`src/rtl/sp_types_pkg.sv`:
```
// Shared scratchpad types: request/response FIFO entries and bank geometry.
package sp_types_pkg;

    localparam int unsigned BITS_PER_ROW = 64;
    localparam int unsigned MAT_S_W      = 4;
    localparam int unsigned ROW_S_W      = 2;
    localparam int unsigned ADDR_W       = 32;
    localparam int unsigned MAT_T_W      = 2;
    localparam int unsigned SP_ROW_AW    = MAT_S_W + ROW_S_W;

    // mat_t value that routes a read to the DRAM store path
    localparam logic [MAT_T_W-1:0] MAT_T_STORE = 2'b00;

    typedef struct packed {
        logic [ADDR_W-1:0]  addr;
        logic [MAT_T_W-1:0] mat_t;
        logic [MAT_S_W-1:0] mat_s;
        logic [ROW_S_W-1:0] row_s;
    } rFIFO_t;

    typedef struct packed {
        logic [MAT_S_W-1:0]      mat_s;
        logic [ROW_S_W-1:0]      row_s;
        logic [BITS_PER_ROW-1:0] data;
    } wFIFO_t;

    typedef struct packed {
        logic [ADDR_W-1:0]       addr;
        logic [MAT_S_W-1:0]      mat_s;
        logic [ROW_S_W-1:0]      row_s;
        logic [BITS_PER_ROW-1:0] data;
    } dramFIFO_t;

    typedef struct packed {
        logic [MAT_T_W-1:0]      mat_t;
        logic [MAT_S_W-1:0]      mat_s;
        logic [ROW_S_W-1:0]      row_s;
        logic [BITS_PER_ROW-1:0] data;
    } gemmFIFO_t;

    function automatic logic [SP_ROW_AW-1:0] row_addr(input rFIFO_t r);
        return {r.mat_s, r.row_s};
    endfunction

endpackage

```
`src/rtl/sp_resp_skid.sv`:
```
// Response register for a 1-cycle-latency memory read: holds the request and
// keeps the returned row alive while the consumer is not ready.
module sp_resp_skid #(
    parameter int unsigned REQ_W  = 40,
    parameter int unsigned DATA_W = 64
) (
    input  logic              clk,
    input  logic              rst,
    input  logic              load,
    input  logic [REQ_W-1:0]  load_req,
    input  logic              ready,
    input  logic [DATA_W-1:0] rdata,
    output logic              valid,
    output logic [REQ_W-1:0]  req,
    output logic [DATA_W-1:0] row,
    output logic              drain
);

    logic              fresh;
    logic [DATA_W-1:0] data;

    assign drain = valid & ready;
    // Memory output is only valid the cycle after the read; afterwards use the copy.
    assign row   = fresh ? rdata : data;

    always_ff @(posedge clk) begin
        if (rst) begin
            valid <= 1'b0;
            fresh <= 1'b0;
            data  <= '0;
            req   <= '0;
        end else if (load) begin
            valid <= 1'b1;
            req   <= load_req;
            fresh <= 1'b1;
        end else if (drain) begin
            valid <= 1'b0;
            fresh <= 1'b0;
        end else if (fresh) begin
            data  <= rdata;
            fresh <= 1'b0;
        end
    end

endmodule

```
`src/rtl/sp_read_responder.sv`:
```
// Read side of one scratchpad bank: issues SRAM reads from the request FIFO
// and routes each returned row to the DRAM store or GEMM operand FIFO in order.
module sp_read_responder
    import sp_types_pkg::*;
#(
    parameter int unsigned SRAM_AW = SP_ROW_AW
) (
    input  logic                    CLK,
    input  logic                    RST,
    input  logic                    rfifo_empty,
    input  rFIFO_t                  rfifo_rdata,
    output logic                    rfifo_ren,
    input  logic                    wr_active,
    output logic                    sram_ren,
    output logic [SRAM_AW-1:0]      sram_raddr,
    input  logic [BITS_PER_ROW-1:0] sram_rdata,
    input  logic                    dram_full,
    output logic                    dram_wen,
    output dramFIFO_t               dram_wdata,
    input  logic                    gemm_full,
    output logic                    gemm_wen,
    output gemmFIFO_t               gemm_wdata,
    output logic                    idle
);

    logic [$bits(rFIFO_t)-1:0] s1_req_bits;
    rFIFO_t                    s1_req;
    logic                      s1_valid;
    logic                      drain;
    logic                      is_store;
    logic                      tgt_full;
    logic                      issue;
    logic [BITS_PER_ROW-1:0]   row;

    assign s1_req   = s1_req_bits;
    assign is_store = (s1_req.mat_t == MAT_T_STORE);
    // A full target blocks both paths so responses leave strictly in order.
    assign tgt_full = is_store ? dram_full : gemm_full;
    assign issue    = ~RST & ~rfifo_empty & ~wr_active & (~s1_valid | drain);

    sp_resp_skid #(
        .REQ_W  ($bits(rFIFO_t)),
        .DATA_W (BITS_PER_ROW)
    ) u_skid (
        .clk      (CLK),
        .rst      (RST),
        .load     (issue),
        .load_req (rfifo_rdata),
        .ready    (~tgt_full),
        .rdata    (sram_rdata),
        .valid    (s1_valid),
        .req      (s1_req_bits),
        .row      (row),
        .drain    (drain)
    );

    assign rfifo_ren  = issue;
    assign sram_ren   = issue;
    assign sram_raddr = SRAM_AW'(row_addr(rfifo_rdata));

    assign dram_wen = ~RST & drain & is_store;
    assign gemm_wen = ~RST & drain & ~is_store;

    always_comb begin
        dram_wdata       = '0;
        dram_wdata.addr  = s1_req.addr;
        dram_wdata.mat_s = s1_req.mat_s;
        dram_wdata.row_s = s1_req.row_s;
        dram_wdata.data  = row;
        gemm_wdata       = '0;
        gemm_wdata.mat_t = s1_req.mat_t;
        gemm_wdata.mat_s = s1_req.mat_s;
        gemm_wdata.row_s = s1_req.row_s;
        gemm_wdata.data  = row;
    end

    assign idle = RST | ~s1_valid;

endmodule
```
`config.mk`:
```
export PLATFORM = sky130hd
export DESIGN_NAME = sp_read_responder
export DESIGN_NICKNAME = d
export VERILOG_FILES = /design/src/rtl/sp_types_pkg.sv /design/src/rtl/sp_resp_skid.sv /design/src/rtl/sp_read_responder.sv
export SDC_FILE = /design/constraint.sdc
export NUM_CORES = 1
export LEC_CHECK = 0
export CAP_MARGIN = 20
export CORE_UTILIZATION = 41
export CTS_BUF_LIST = sky130_fd_sc_hd__clkbuf_8
export DETAILED_ROUTE_END_ITERATION = 12
export PLACE_DENSITY = 0.82
export SLEW_MARGIN = 20
export SYNTH_ARGS = -nofsm -noshare
export SYNTH_HDL_FRONTEND = slang
export SYNTH_SLANG_ARGS = --single-unit
```
`constraint.sdc`:
```
create_clock -name CLK -period 1.95 [get_ports CLK]
set_input_delay 0.39 -clock CLK [delete_from_list [all_inputs] [get_ports CLK]]
set_output_delay 0.39 -clock CLK [all_outputs]
set_load 0.1 [all_outputs]
```
# Word-level counts from Yosys, hierarchy flattened
# Index checks and enable logic that the tools add are counted.
[classes]
shift = 0
bitwise = 17
n_addsub = 0
n_mul = 0
n_eq_ne = 0
magnitude_cmp = 0
n_reduce_logical = 3
n_div = 0
mux = 5
[ops]
columns = ["operator", "n"]
rows = [
  ["$mux W64", 1],
  ["$not A1 Y1", 8],
  ["$and A1 B1 Y1", 7],
  ["$mux W1", 4],
  ["$logic_not A2 Y1", 1],
  ["$or A1 B1 Y1", 2],
  ["$reduce_and A2 Y1", 1],
  ["$reduce_bool A2 Y1", 1],
]
[totals]
output_inout_bits = 185
in_bits = 110
latch_bits = 0
regBits = 106
romBits = 0
memories = 0
ram_bits = 0

# Depth between registers and ports, before layout
[depth]
word_depth = 8
mapped_depth = 6

# Hierarchy
# A second synthesis with hierarchy kept.
[hier_totals]
cells_unflattened = 571
area_unflattened_um2 = 5669.2
[modules_own_cells]
columns = ["mod", "area_each_um2", "cells_each", "seq_area_each_um2", "instances"]
rows = [
  ["sp_resp_skid", 5037.3, 486, 2122.0, 1],
  ["sp_read_responder", 631.9, 85, 0.0, 1],
]

# Worst setup path after synthesis
# No wires, ideal clock.
[synth_path]
path_kind = "reg2out"
start = "register u_skid.valid"
end = "output dram_wen"
path_stages_with_launch = 6
arrival_time_ns = 4.597
path_slack_ns = -3.037
cell_sequence = "dfxtp_1 clkbuf_1 clkbuf_1 buf_2 nand2_1 nor4_1"
[synth_via]
elab_chain_len = 3
[synth_lines]
columns = ["element", "line", "source"]
rows = [
  ["start: declaration", "sp_resp_skid.sv:13", "output logic valid,"],
  ["start signal: assignment", "sp_resp_skid.sv:28", "valid <= 1'b0;"],
  ["start signal: assignment", "sp_resp_skid.sv:33", "valid <= 1'b1;"],
  ["start signal: assignment", "sp_resp_skid.sv:37", "valid <= 1'b0;"],
  ["$and A1 B1 Y1", "sp_resp_skid.sv:22", "assign drain = valid & ready;"],
  ["$and A1 B1 Y1 (2 in a row)", "sp_read_responder.sv:61", "assign dram_wen = ~RST & drain & is_store;"],
  ["end: declaration", "sp_read_responder.sv:18", "output logic dram_wen,"],
]
# No other way between the ends.

# Worst setup path after layout
[layout_path]
start = "input wr_active"
end = "output rfifo_ren"
[layout_via]
elab_chain_len = 3
[layout_lines]
columns = ["element", "line", "source"]
rows = [
  ["start: declaration", "sp_read_responder.sv:13", "input logic wr_active,"],
  ["$not A1 Y1", "sp_read_responder.sv:39", "assign issue = ~RST & ~rfifo_empty & ~wr_active & (~s1_valid | drain);"],
  ["$and A1 B1 Y1 (2 in a row)", "sp_read_responder.sv:39", ""],
  ["end: declaration", "sp_read_responder.sv:12", "output logic rfifo_ren,"],
]
# No other way between the ends.

==> metrics.log <==
[metrics] worst-case clock skew: 0.01575 ns
[metrics] number of buffers between clock root and the deepest sink: 2
[metrics] top cells by area, synth: dfxtp_1, o211a_1, buf_4
[metrics] net count of the mapped netlist: 774
[metrics] average vias per placed instance: 5.516
[metrics] sequential share of the synthesized area: 36.53%
[metrics] post-place setup slack: -0.3919 ns
[metrics] Layout Nets: 1029
[metrics] Post-Place Cell Area: 10540 sq um
[metrics] share of flip-flops with an asynchronous set or reset: 0%
[metrics] capturing element type of the critical path: output port
[metrics] # fillers: 674
[metrics] die area: 14650 sq um
[metrics] synthesis-to-finish area growth: 95.76%
[metrics] number of antenna violations at the first check in global routing: 0
[metrics] critical path type: in -> out
[metrics] total clock sinks: 106
[metrics] clock root buffer: clkbuf_8
[metrics] top post-synthesis cells by count: dfxtp_1, buf_4, nand2_1, o211a_1
[metrics] standard-cell row count: 43
[metrics] period utilization: 103.8%
[metrics] end-of-flow core utilization: 82.25%
[metrics] Cell Chain, Critical Path: dlygate4sd2_1, or3_4, nor3_4, buf_12, buf_12
[metrics] clock insertion delay at the later pin of the skew report: 0.39 ns
[metrics] Netlist cell types: 22
[metrics] peak clock frequency supported by timing: 494.1 MHz
[metrics] worst vdd ir: 569.1 uV
[metrics] failing checks: negative setup slack
[metrics] post-synth top area share: 36.53%
[metrics] number of I/O pins: 295
[metrics] die width: 121.0 microns
[metrics] leakage power figure: 5.152 nW
[metrics] routed wirelength normalized by instance count: 20.06 microns
[metrics] aggregate global-route resource usage: 29.21%
[metrics] height of the die: 121.0 microns
[metrics] critical path startpoint category: input pin
[metrics] reg-to-reg slack, setup: 0.07 ns
[metrics] number of setup violations in the final report: 97
[metrics] CP max stage cell: or3_4
[metrics] # placed instances: 1028
[metrics] number of H-tree levels: 3
[metrics] Max FO, Critical Path: 3
[metrics] Buffers on Ports: 294
[metrics] Final GP Congestion: 0.7834
[metrics] TritonCTS clock tree: built
[metrics] maximum number of pins on one net before global-route repair: 66
[metrics] normalized max-slew margin: 51.05%
[metrics] post-layout instance count excluding filler cells: 1104
[metrics] post-route design area: 11370 sq um
[metrics] transition at the pin with the smallest max-transition slack: 0.7342 ns
[metrics] total of max-cap violations: 0
[metrics] Antenna Violating Nets Remaining: 0
[metrics] detailed-router iteration count before antenna repair: 5
[metrics] Initial Util: 42.01%
[metrics] required time of the critical path: 1.56 ns
[metrics] count of final hold-check violations: 0
[metrics] total detailed-routing wirelength: 22.14 mm
[metrics] setup slack after layout: -0.07402 ns
[metrics] register clock-pin slew on the reported worst setup and hold paths: 0.11 ns
[metrics] Post-CTS Hold Fix Bufs: 0
[metrics] cell count after synthesis: 664
[metrics] vias in the first global route: 6144
[metrics] share of cells above drive strength 1: 45.24%
[metrics] count of flip-flops with a built-in enable after synthesis: 0
[metrics] CP dominant cell by count: buf_12
[metrics] Power per Cell Area: 858.8 nW/um^2
[metrics] power consumption: 9.766 mW
[metrics] Iter 0 DRT Violations: 418
[metrics] Core Box Area: 13830 sq um
[metrics] detailed-route via count: 6090
[metrics] half-perimeter wire length after placement: 14.22 mm
[metrics] combined area of all synthesized cells: 5809 sq um
[metrics] # diodes: 0
[metrics] largest stage delay on the critical path: 0.36 ns
[metrics] wire length of the first global-routing pass: 33.17 mm
[metrics] Max Transition Viols Final: 0
[metrics] mean instance size in the synthesized netlist: 8.749 sq um
[metrics] count of warnings emitted by yosys: 0
[metrics] post-route DRC violation count: 0
[metrics] most frequently used flop master after synthesis: dfxtp_1
[metrics] minimum clock period after layout: 2.024 ns
[metrics] Data arrival, critical path: 1.63 ns
[metrics] library cell with the largest summed area after synthesis: dfxtp_1
[metrics] clock buffers created by TritonCTS: 9
[metrics] most common cell in the synthesized netlist: dfxtp_1
[metrics] hold crit path type: in -> reg
[metrics] RSZ-0062 raised after global routing: true
[metrics] overflow left after global routing: 0
[metrics] number of synthesized register bits: 106
[metrics] result of the run: complete, but fails checks
-- registers in the layout (all words and copies together) (netlist names) --
name and count:
u_skid.data 64, u_skid.fresh 1, u_skid.req 40, u_skid.valid 1
-- worst paths after layout --
path,from,end,cells after the start
setup / recovery,wr_active,rfifo_ren,5
hold / removal,RST,u_skid.valid,5
setup reg to reg,u_skid.req[6],u_skid.req[16],6
hold reg to reg,u_skid.req[27],u_skid.req[27],2
-- cells in the final DEF, fill, tap and decap left out, drive strengths merged --
master and count:
nand4bb 1, clkdlybuf4s15 1, nor3 4, clkinv 1
or3 1, mux2 40, nand2 66, dlygate4sd2 2
clkbuf 13, o2111ai 64, and4bb 1, nor2 1
o211ai 1, nor4 1, o211a 66, nor2b 40
bufinv 1, dfxtp 106, buf 277, clkdlybuf4s50 105
inv 67, o21ai 65
-- logic make-up after synthesis --
logic type             share of synthesized area, %
DFF                                           36.53
buffers and inverters                         19.08
AOI/OAI and AO/OA                             26.75
muxes                                         7.754
and+or+nand+nor                               9.886
-- layer usage --
layer  vias up  global-route usage [%]  wire length, microns
li1       2768                       -                     -
met3        51                   5.874                  1479
met4         0                   13.81                   770
met2       321                   55.50                 12120
met1      2950                   30.38                  7769
met5         -                       0                     0
-- worst max-delay path, delay by kind of cell --
| kind | cells | cell delay (ns) |
|---|---|---|
| and+or+nand+nor | 2 | 0.66 |
| buffers and inverters | 3 | 0.57 |
-- stage by stage --
step / hold WS (ns) / setup TNS (ns)
2_1_floorplan: 0.5178 / -1.947
3_3_place_gp: 0.5639 / -26.46
4_1_cts: 0.5908 / -3.009
6_report: 0.5651 / -2.135
5_1_grt: 0.5787 / -9.246
3_5_place_dp: 0.5952 / -31.07
-- power by group --
group	internal (mW)	leakage (nW)	switching (mW)
sequential	2.35	0.875	0.0766
clock	0.689	0.115	0.753
combinational	2.07	4.16	3.82
total	5.11	5.15	4.65
-- final cells by class --
| cell class | instances | area [sq um] | area share [%] |
|---|---|---|---|
| flip-flops and latches | 106 | 2137 | 18.79 |
| multi-input cells | 351 | 3391 | 29.82 |
| clock inverters | 4 | 42.54 | 0.3741 |
| repair buffers | 386 | 5167 | 45.44 |
| clock buffers | 12 | 165.2 | 1.452 |
| well taps | 180 | 225.2 | 1.980 |
| inverters | 65 | 244.0 | 2.145 |
-- timing repair --
action,4_1_cts,5_1_grt
setup buffers,39,18
pin swaps,26,9
setup endpoints to repair,127,132
gates cloned,3,0
resized for setup,23,17
No activity file was read; power rests on OpenSTA's default activity.
